<file path="config.mk">
export PLATFORM = sky130hd
export DESIGN_NAME = mult_row_scheduler
export DESIGN_NICKNAME = d
export VERILOG_FILES = /design/src/rtl/mult_row_scheduler_pkg.sv /design/src/rtl/mult_row_scheduler_rr_arbiter.sv /design/src/rtl/mult_row_scheduler.sv
export SDC_FILE = /design/constraint.sdc
export NUM_CORES = 1
export LEC_CHECK = 0
export CORE_ASPECT_RATIO = 1.25
export CORE_UTILIZATION = 45
export CTS_CLUSTER_SIZE = 16
export DETAILED_ROUTE_END_ITERATION = 10
export PLACE_DENSITY = 0.69
export SLEW_MARGIN = 0
export SYNTH_ARGS = -nofsm -noshare
export SYNTH_HDL_FRONTEND = slang
export SYNTH_SLANG_ARGS = --single-unit
</file>
<file path="constraint.sdc">
create_clock -name clk -period 9.7 [get_ports clk]
set_clock_uncertainty 0.05 [all_clocks]
set_input_delay 0.97 -clock clk [delete_from_list [all_inputs] [get_ports clk]]
set_output_delay 0.97 -clock clk [all_outputs]
set_load 0.01 [all_outputs]
</file>
<file path="src/rtl/mult_row_scheduler_pkg.sv">
// -----------------------------------------------------------------------------
// mult_row_scheduler_pkg
// Shared sizes, channel FSM state type and the accumulator add helper used by
// the row scheduler and its arbiter.
//
// Build option:
//   ACC_SAT_EN - when defined the accumulator add saturates at the signed
//                ACC_BITS bounds instead of wrapping.
// -----------------------------------------------------------------------------
package mult_row_scheduler_pkg;

  localparam int CHANNEL_NUM = 4;
  localparam int VAL_BITS    = 16;
  localparam int LEN_BITS    = 16;
  localparam int PROD_BITS   = 2 * VAL_BITS;
  localparam int ACC_BITS    = 2 * VAL_BITS + 8;
  localparam int CHAN_W      = $clog2(CHANNEL_NUM);

  typedef enum logic [1:0] {
    ST_IDLE   = 2'd0,
    ST_ACTIVE = 2'd1,
    ST_DRAIN  = 2'd2
  } chan_state_e;

  // Signed accumulate: wrap-around by default, clamp when ACC_SAT_EN is set.
  function automatic logic [ACC_BITS-1:0] acc_add(input logic [ACC_BITS-1:0] a,
                                                    input logic [ACC_BITS-1:0] b);
`ifdef ACC_SAT_EN
    logic [ACC_BITS:0] s;
    s = {a[ACC_BITS-1], a} + {b[ACC_BITS-1], b};
    // Sign-extension bit disagreeing with the MSB means the true sum left range.
    if (s[ACC_BITS] != s[ACC_BITS-1]) begin
      return s[ACC_BITS] ? {1'b1, {(ACC_BITS-1){1'b0}}} : {1'b0, {(ACC_BITS-1){1'b1}}};
    end
    return s[ACC_BITS-1:0];
`else
    return a + b;
`endif
  endfunction

endpackage

</file>
<file path="src/rtl/mult_row_scheduler_rr_arbiter.sv">
// -----------------------------------------------------------------------------
// mult_row_scheduler_rr_arbiter
// Round-robin arbiter: grants the first requester at or after a rotating
// pointer. The pointer moves to winner+1 on a grant and holds otherwise.
//
// Ports:
//   clk, rst       clock, asynchronous active-low reset
//   i_req          per-channel request
//   o_grant        one-hot grant (zero when no request)
//   o_grant_idx    index of the granted channel
//   o_grant_valid  a grant is issued this cycle
// -----------------------------------------------------------------------------
module mult_row_scheduler_rr_arbiter
  import mult_row_scheduler_pkg::*;
(
  input  logic                   clk,
  input  logic                   rst,
  input  logic [CHANNEL_NUM-1:0] i_req,
  output logic [CHANNEL_NUM-1:0] o_grant,
  output logic [CHAN_W-1:0]      o_grant_idx,
  output logic                   o_grant_valid
);

  logic [CHAN_W-1:0] r_ptr;

  always_comb begin
    logic [CHAN_W-1:0] w_idx;
    w_idx         = '0;
    o_grant       = '0;
    o_grant_idx   = '0;
    o_grant_valid = 1'b0;
    for (int off = 0; off < CHANNEL_NUM; off++) begin
      w_idx = CHAN_W'((int'(r_ptr) + off) % CHANNEL_NUM);
      if (!o_grant_valid && i_req[w_idx]) begin
        o_grant_valid  = 1'b1;
        o_grant_idx    = w_idx;
        o_grant[w_idx] = 1'b1;
      end
    end
  end

  always_ff @(posedge clk or negedge rst) begin
    if (!rst) begin
      r_ptr <= '0;
    end else if (o_grant_valid) begin
      r_ptr <= (o_grant_idx == CHAN_W'(CHANNEL_NUM - 1)) ? '0 : o_grant_idx + 1'b1;
    end
  end

endmodule

</file>
<file path="src/rtl/mult_row_scheduler.sv">
// -----------------------------------------------------------------------------
// mult_row_scheduler
// Pops products from per-channel FIFOs (at most one per cycle, round-robin),
// accumulates them per row through one shared adder stage and emits one
// finished dot-product per row.
//
// Ports:
//   clk, rst         clock, asynchronous active-low reset
//   mult             FIFO data, channel i at [i*PROD_BITS +: PROD_BITS]
//   mult_fifo_empty  FIFO empty flags
//   mult_fifo_read   FIFO pop (one-hot or zero), data valid the next cycle
//   row_len*         per-channel row-length valid/ready handshake
//   res, res_chan    finished row sum and its channel
//   res_valid/ready  result handshake; res/res_chan held while not accepted
//   dbg_state        per-channel FSM state, channel i at [2*i +: 2]
//
// Build option: ACC_SAT_EN selects saturating accumulation (see package).
//
// Handshakes: a transfer occurs on a rising edge where valid and ready are
// both high; valid, once raised, holds with stable payload until that edge.
// -----------------------------------------------------------------------------
module mult_row_scheduler
  import mult_row_scheduler_pkg::*;
(
  input  logic                           clk,
  input  logic                           rst,
  input  logic [CHANNEL_NUM*PROD_BITS-1:0] mult,
  input  logic [CHANNEL_NUM-1:0]         mult_fifo_empty,
  output logic [CHANNEL_NUM-1:0]         mult_fifo_read,
  input  logic [CHANNEL_NUM*LEN_BITS-1:0] row_len,
  input  logic [CHANNEL_NUM-1:0]         row_len_valid,
  output logic [CHANNEL_NUM-1:0]         row_len_ready,
  output logic [ACC_BITS-1:0]            res,
  output logic [CHAN_W-1:0]              res_chan,
  output logic                           res_valid,
  input  logic                           res_ready,
  output logic [CHANNEL_NUM*2-1:0]       dbg_state
);

  chan_state_e          r_state     [CHANNEL_NUM];
  logic [LEN_BITS-1:0]  r_remaining [CHANNEL_NUM];
  logic [ACC_BITS-1:0]  r_acc       [CHANNEL_NUM];
  logic [CHANNEL_NUM-1:0] r_zero_pend;  // zero-length row waiting for its slot

  logic                 r_s1_valid;
  logic [CHAN_W-1:0]    r_s1_chan;
  logic                 r_s1_last;
  logic                 r_s1_zero;

  logic [ACC_BITS-1:0]  r_res;
  logic [CHAN_W-1:0]    r_res_chan;
  logic                 r_res_valid;

  logic [PROD_BITS-1:0] w_prod_arr [CHANNEL_NUM];
  logic [LEN_BITS-1:0]  w_len_arr  [CHANNEL_NUM];
  logic [CHANNEL_NUM-1:0] w_last;
  logic [CHANNEL_NUM-1:0] w_req;
  logic [CHANNEL_NUM-1:0] w_grant;
  logic [CHAN_W-1:0]    w_grant_idx;
  logic                 w_grant_valid;
  logic                 w_out_free;
  logic [PROD_BITS-1:0] w_s1_prod;
  logic [ACC_BITS-1:0]  w_s1_prod_ext;
  logic [ACC_BITS-1:0]  w_sum;

  for (genvar g = 0; g < CHANNEL_NUM; g++) begin : g_chan
    assign w_prod_arr[g]          = mult[g*PROD_BITS +: PROD_BITS];
    assign w_len_arr[g]           = row_len[g*LEN_BITS +: LEN_BITS];
    assign row_len_ready[g]       = (r_state[g] == ST_IDLE);
    assign dbg_state[g*2 +: 2]    = r_state[g];
  end

  // A row-completing grant is only safe when the output register will be free
  // by the time stage 1 writes it: no unaccepted result and no completion
  // already sitting in stage 1.
  assign w_out_free = (!r_res_valid || res_ready) && !(r_s1_valid && r_s1_last);

  always_comb begin
    w_last = '0;
    w_req  = '0;
    for (int i = 0; i < CHANNEL_NUM; i++) begin
      w_last[i] = r_zero_pend[i] ||
                  (r_state[i] == ST_ACTIVE && r_remaining[i] == LEN_BITS'(1));
      w_req[i]  = ((r_state[i] == ST_ACTIVE && !mult_fifo_empty[i]) || r_zero_pend[i]) &&
                  (!w_last[i] || w_out_free);
    end
  end

  mult_row_scheduler_rr_arbiter u_arb (
    .clk           (clk),
    .rst           (rst),
    .i_req         (w_req),
    .o_grant       (w_grant),
    .o_grant_idx   (w_grant_idx),
    .o_grant_valid (w_grant_valid)
  );

  // Zero-length rows take a grant slot but never touch their FIFO.
  assign mult_fifo_read = w_grant & ~r_zero_pend;

  assign w_s1_prod     = r_s1_zero ? '0 : w_prod_arr[r_s1_chan];
  assign w_s1_prod_ext = {{(ACC_BITS-PROD_BITS){w_s1_prod[PROD_BITS-1]}}, w_s1_prod};
  assign w_sum         = acc_add(r_acc[r_s1_chan], w_s1_prod_ext);

  always_ff @(posedge clk or negedge rst) begin
    if (!rst) begin
      for (int i = 0; i < CHANNEL_NUM; i++) begin
        r_state[i]     <= ST_IDLE;
        r_remaining[i] <= '0;
        r_acc[i]       <= '0;
      end
      r_zero_pend <= '0;
      r_s1_valid  <= 1'b0;
      r_s1_chan   <= '0;
      r_s1_last   <= 1'b0;
      r_s1_zero   <= 1'b0;
      r_res       <= '0;
      r_res_chan  <= '0;
      r_res_valid <= 1'b0;
    end else begin
      for (int i = 0; i < CHANNEL_NUM; i++) begin
        if (row_len_valid[i] && r_state[i] == ST_IDLE) begin
          r_remaining[i] <= w_len_arr[i];
          r_acc[i]       <= '0;
          if (w_len_arr[i] == '0) begin
            r_state[i]     <= ST_DRAIN;
            r_zero_pend[i] <= 1'b1;
          end else begin
            r_state[i] <= ST_ACTIVE;
          end
        end else if (w_grant[i]) begin
          if (r_zero_pend[i]) begin
            r_zero_pend[i] <= 1'b0;
          end else begin
            r_remaining[i] <= r_remaining[i] - 1'b1;
            if (r_remaining[i] == LEN_BITS'(1)) r_state[i] <= ST_DRAIN;
          end
        end
        // Stage 1 on a channel never coincides with its handshake (DRAIN/ACTIVE).
        if (r_s1_valid && r_s1_chan == CHAN_W'(i)) begin
          r_acc[i] <= w_sum;
          if (r_s1_last) r_state[i] <= ST_IDLE;
        end
      end

      r_s1_valid <= w_grant_valid;
      r_s1_chan  <= w_grant_idx;
      r_s1_last  <= w_grant_valid && w_last[w_grant_idx];
      r_s1_zero  <= w_grant_valid && r_zero_pend[w_grant_idx];

      if (r_s1_valid && r_s1_last) begin
        r_res       <= w_sum;
        r_res_chan  <= r_s1_chan;
        r_res_valid <= 1'b1;
      end else if (res_ready) begin
        r_res_valid <= 1'b0;
      end
    end
  end

  assign res       = r_res;
  assign res_chan  = r_res_chan;
  assign res_valid = r_res_valid;

endmodule
</file>
==> metrics.txt <==
Cell Pwr Density=432 nW/um2; R2R setup slack=3730 ps; Worst Path Buf+Inv=1; #FFs+latches synth=286; Synth cell types=73; Die X=174 um; share of the synthesized area in the top cell type=43.1%; Final Setup Violations=0; crit path max fanout=50; Final Instance Area=20600 um2; launch point of the worst reg-to-reg path=r_s1_chan[1]; type of the tightest min-delay check=reg2reg; outcome=finished clean; R2R depth=14; CTS root buffer=clkbuf_16; Hold Buf Count CTS=0; Sink Count=286; Final nets=2080; Routed Antenna Nets=0; Critical Path Sink Type=output port; initial core utilization=45.7%; layout cells sized above 1=9.71%; most frequent CP cell=nand2_1; First DRT Iteration DRCs=1253; core area=36300 um2; unrepaired setup endpoints after global routing=no; Cell Rows=78; initial antenna violation count=0; wire per inst=20.4 um; worst slew pin tran=1180 ps; placed cell areas=19600 um2; EDFF count, synth=0; crit path launch=r_s1_valid; first-pass GRT wire length=75700 um; Post-Syn Nets=1867; cell count after synthesis=1607; Detailed Routing Iterations Pass 1=5; die area=37600 um2; Final min period=6280 ps; Ports=262; max-slew violation count=0; f_max=159 MHz; vias in the first global route=14158; drt drc=0; Slowest-stage cell, CP=nand2_2; via/cell ratio=5.93; Layout area overhead=24.2%; largest net degree at the start of global routing=172; GPL Wtd Cong=0.872; GRT overflow=0; Clock Tree Buf Depth=3; Hold Path Origin=res[10]; post-cts resize count=0; crit-path max cell delay=720 ps; Arr. time, crit path=5260 ps; Post-CTS Setup Inserts=0; worst skew pair latency=560 ps; critical path data required time=8680 ps; Die Y-Extent=217 um; cell with the most instances after synthesis=dfrtp_1; DR vias=13790; setup TNS=0 ps; area leader, netlist=dfrtp_1; syn_area_per_cell=10.3 um2; max_cap viols=0; CP Depth=9; ant diodes=0; top cells by count, synth=dfrtp_1, nand2_1, a22o_1, nor2_1, o21ai_0; GR Util All Layers=25.0%; final hold vios=0; critical path cell sequence=nand2_2, nand2_1, a41oi_1, a22oi_1, nand2_1, nor2b_1, a221o_1, nor2b_4, clkdlybuf4s50_1; ys async rst share=100%; Critical Path Sink=mult_fifo_read[1]; total power draw=8.91 mW; Worst setup SP type=flip-flop; CTS buffer count=30; Final Cycle Share=64.8%; leakage=8.75 nW; # port buffers=261; WS Path Type=reg2out; top_reg_cell synth=dfrtp_1; CTS tree=built; R2R Path End=r_acc[159]; delay-heaviest family, CP=simple AND/OR/NAND/NOR gates; Slew HR=21.3%; dpl hpwl=31900 um; Clock H-tree levels=1; share of the yosys chip area belonging to registers=43.1%; synth warn=0; clk slew on worst S/H paths=70 ps; DRT Wirelength=47300 um; maximum vdd ir drop=0.206 mV; post-route core utilization=56.8%; synth top area cells=dfrtp_1, mux4_2, a22o_1, nand2_1, ha_1; synthesized area=16600 um2
how the worst min path moves through the flow:
stage	end	slack [ps]	depth (start not counted)
finish	res[10]	420	2
global route	res[3]	450	2
CTS	res[3]	430	2
detailed placement	res[3]	410	2
global placement	r_acc[73]	410	2
floorplan	r_acc[41]	390	2
report_power, final:
| group | total, mW | internal [mW] | leakage (nW) | switching [mW] |
|---|---|---|---|---|
| Combinational | 5.51 | 2.37 | 4.79 | 3.14 |
| Sequential | 2.21 | 1.76 | 3.45 | 0.447 |
| Clock | 1.19 | 0.700 | 0.509 | 0.489 |
state kept, by name, summed over array words and instances (netlist names), 2 cells and up:
name,cells
r_acc,160
r_remaining,64
res,40
dbg_state,8
r_zero_pend,4
r_s1_chan,2
res_chan,2
u_arb.r_ptr,2
per-stage QoR:
stage | hold WS (ps) | cells | setup WS (ps)
after floorplan | 395 | 1607 | 4590
after global placement | 407 | 2268 | 3920
after detailed placement | 413 | 2268 | 3790
after CTS | 428 | 2324 | 3440
after global routing | 449 | 2324 | 3130
final | 421 | 2324 | 3420
layout by cell type, fill, tap and decap left out, types with 6 or more instances in the layout:
cell               n
nand4_1            9
nor3b_1            6
xnor2_1           30
xor2_1            63
ha_1              56
nor2_1           105
a31oi_1           10
o211ai_1           9
mux2_2             8
and2_1            12
a21boi_0           6
nor3_1            14
clkbuf_16         31
nor2b_1           41
nand2b_1          11
a221o_1            6
clkinv_2          11
a21o_1            19
a211oi_1           9
nand2_1          191
nor4_1            28
a21oi_1           84
a22o_1           125
nand3_1           48
dfrtp_1          284
nand3b_1          12
and3_1            14
mux2i_1            7
buf_4             13
or4_1              6
inv_1             30
o21ai_0           89
clkdlybuf4s50_1  260
nand4b_1          10
mux4_2            74
final cells by class:
| class | count | area (um2) |
|---|---|---|
| clock buffers | 41 | 863 |
| inverters | 30 | 113 |
| repair buffers | 275 | 2740 |
| clock inverters | 15 | 153 |
| flip-flops and latches | 286 | 7160 |
| well taps | 480 | 601 |
| fillers | 3127 | 15700 |
| multi-input cells | 1197 | 8980 |
worst register-to-register path: stages, from the launching register on:
cell       delay (ps)
dfrtp_4           710
buf_4             770
mux4_2            470
nor2b_1           160
ha_1              370
o21a_1            230
a2111oi_0         940
nor4_1            190
nor4b_1           490
nor2_1            140
nand3_1           200
o31ai_1           140
a31oi_1           690
mux2i_1           260
nand2_1            60
layer usage:
layer	vias up	routed length, um	track usage (%)
li1	6343	-	-
met1	6832	19500	32.4
met2	517	23400	42.6
met3	98	2960	3.60
met4	0	1490	9.33
met5	-	0	0
cells by family (layout without fill, tap and decap cells):
logic type	after synthesis	in the layout	synth area share (%)
xor gates and xnor gates	93	93	4.91
DFF	286	286	43.1
muxes	92	92	11.2
AOI/OAI and AO/OA	409	409	17.1
adders and majority gates	57	57	4.34
and+or+nand+nor	546	546	16.4
buffers and inverters	124	361	2.84
(Power assumes the default switching activity.)
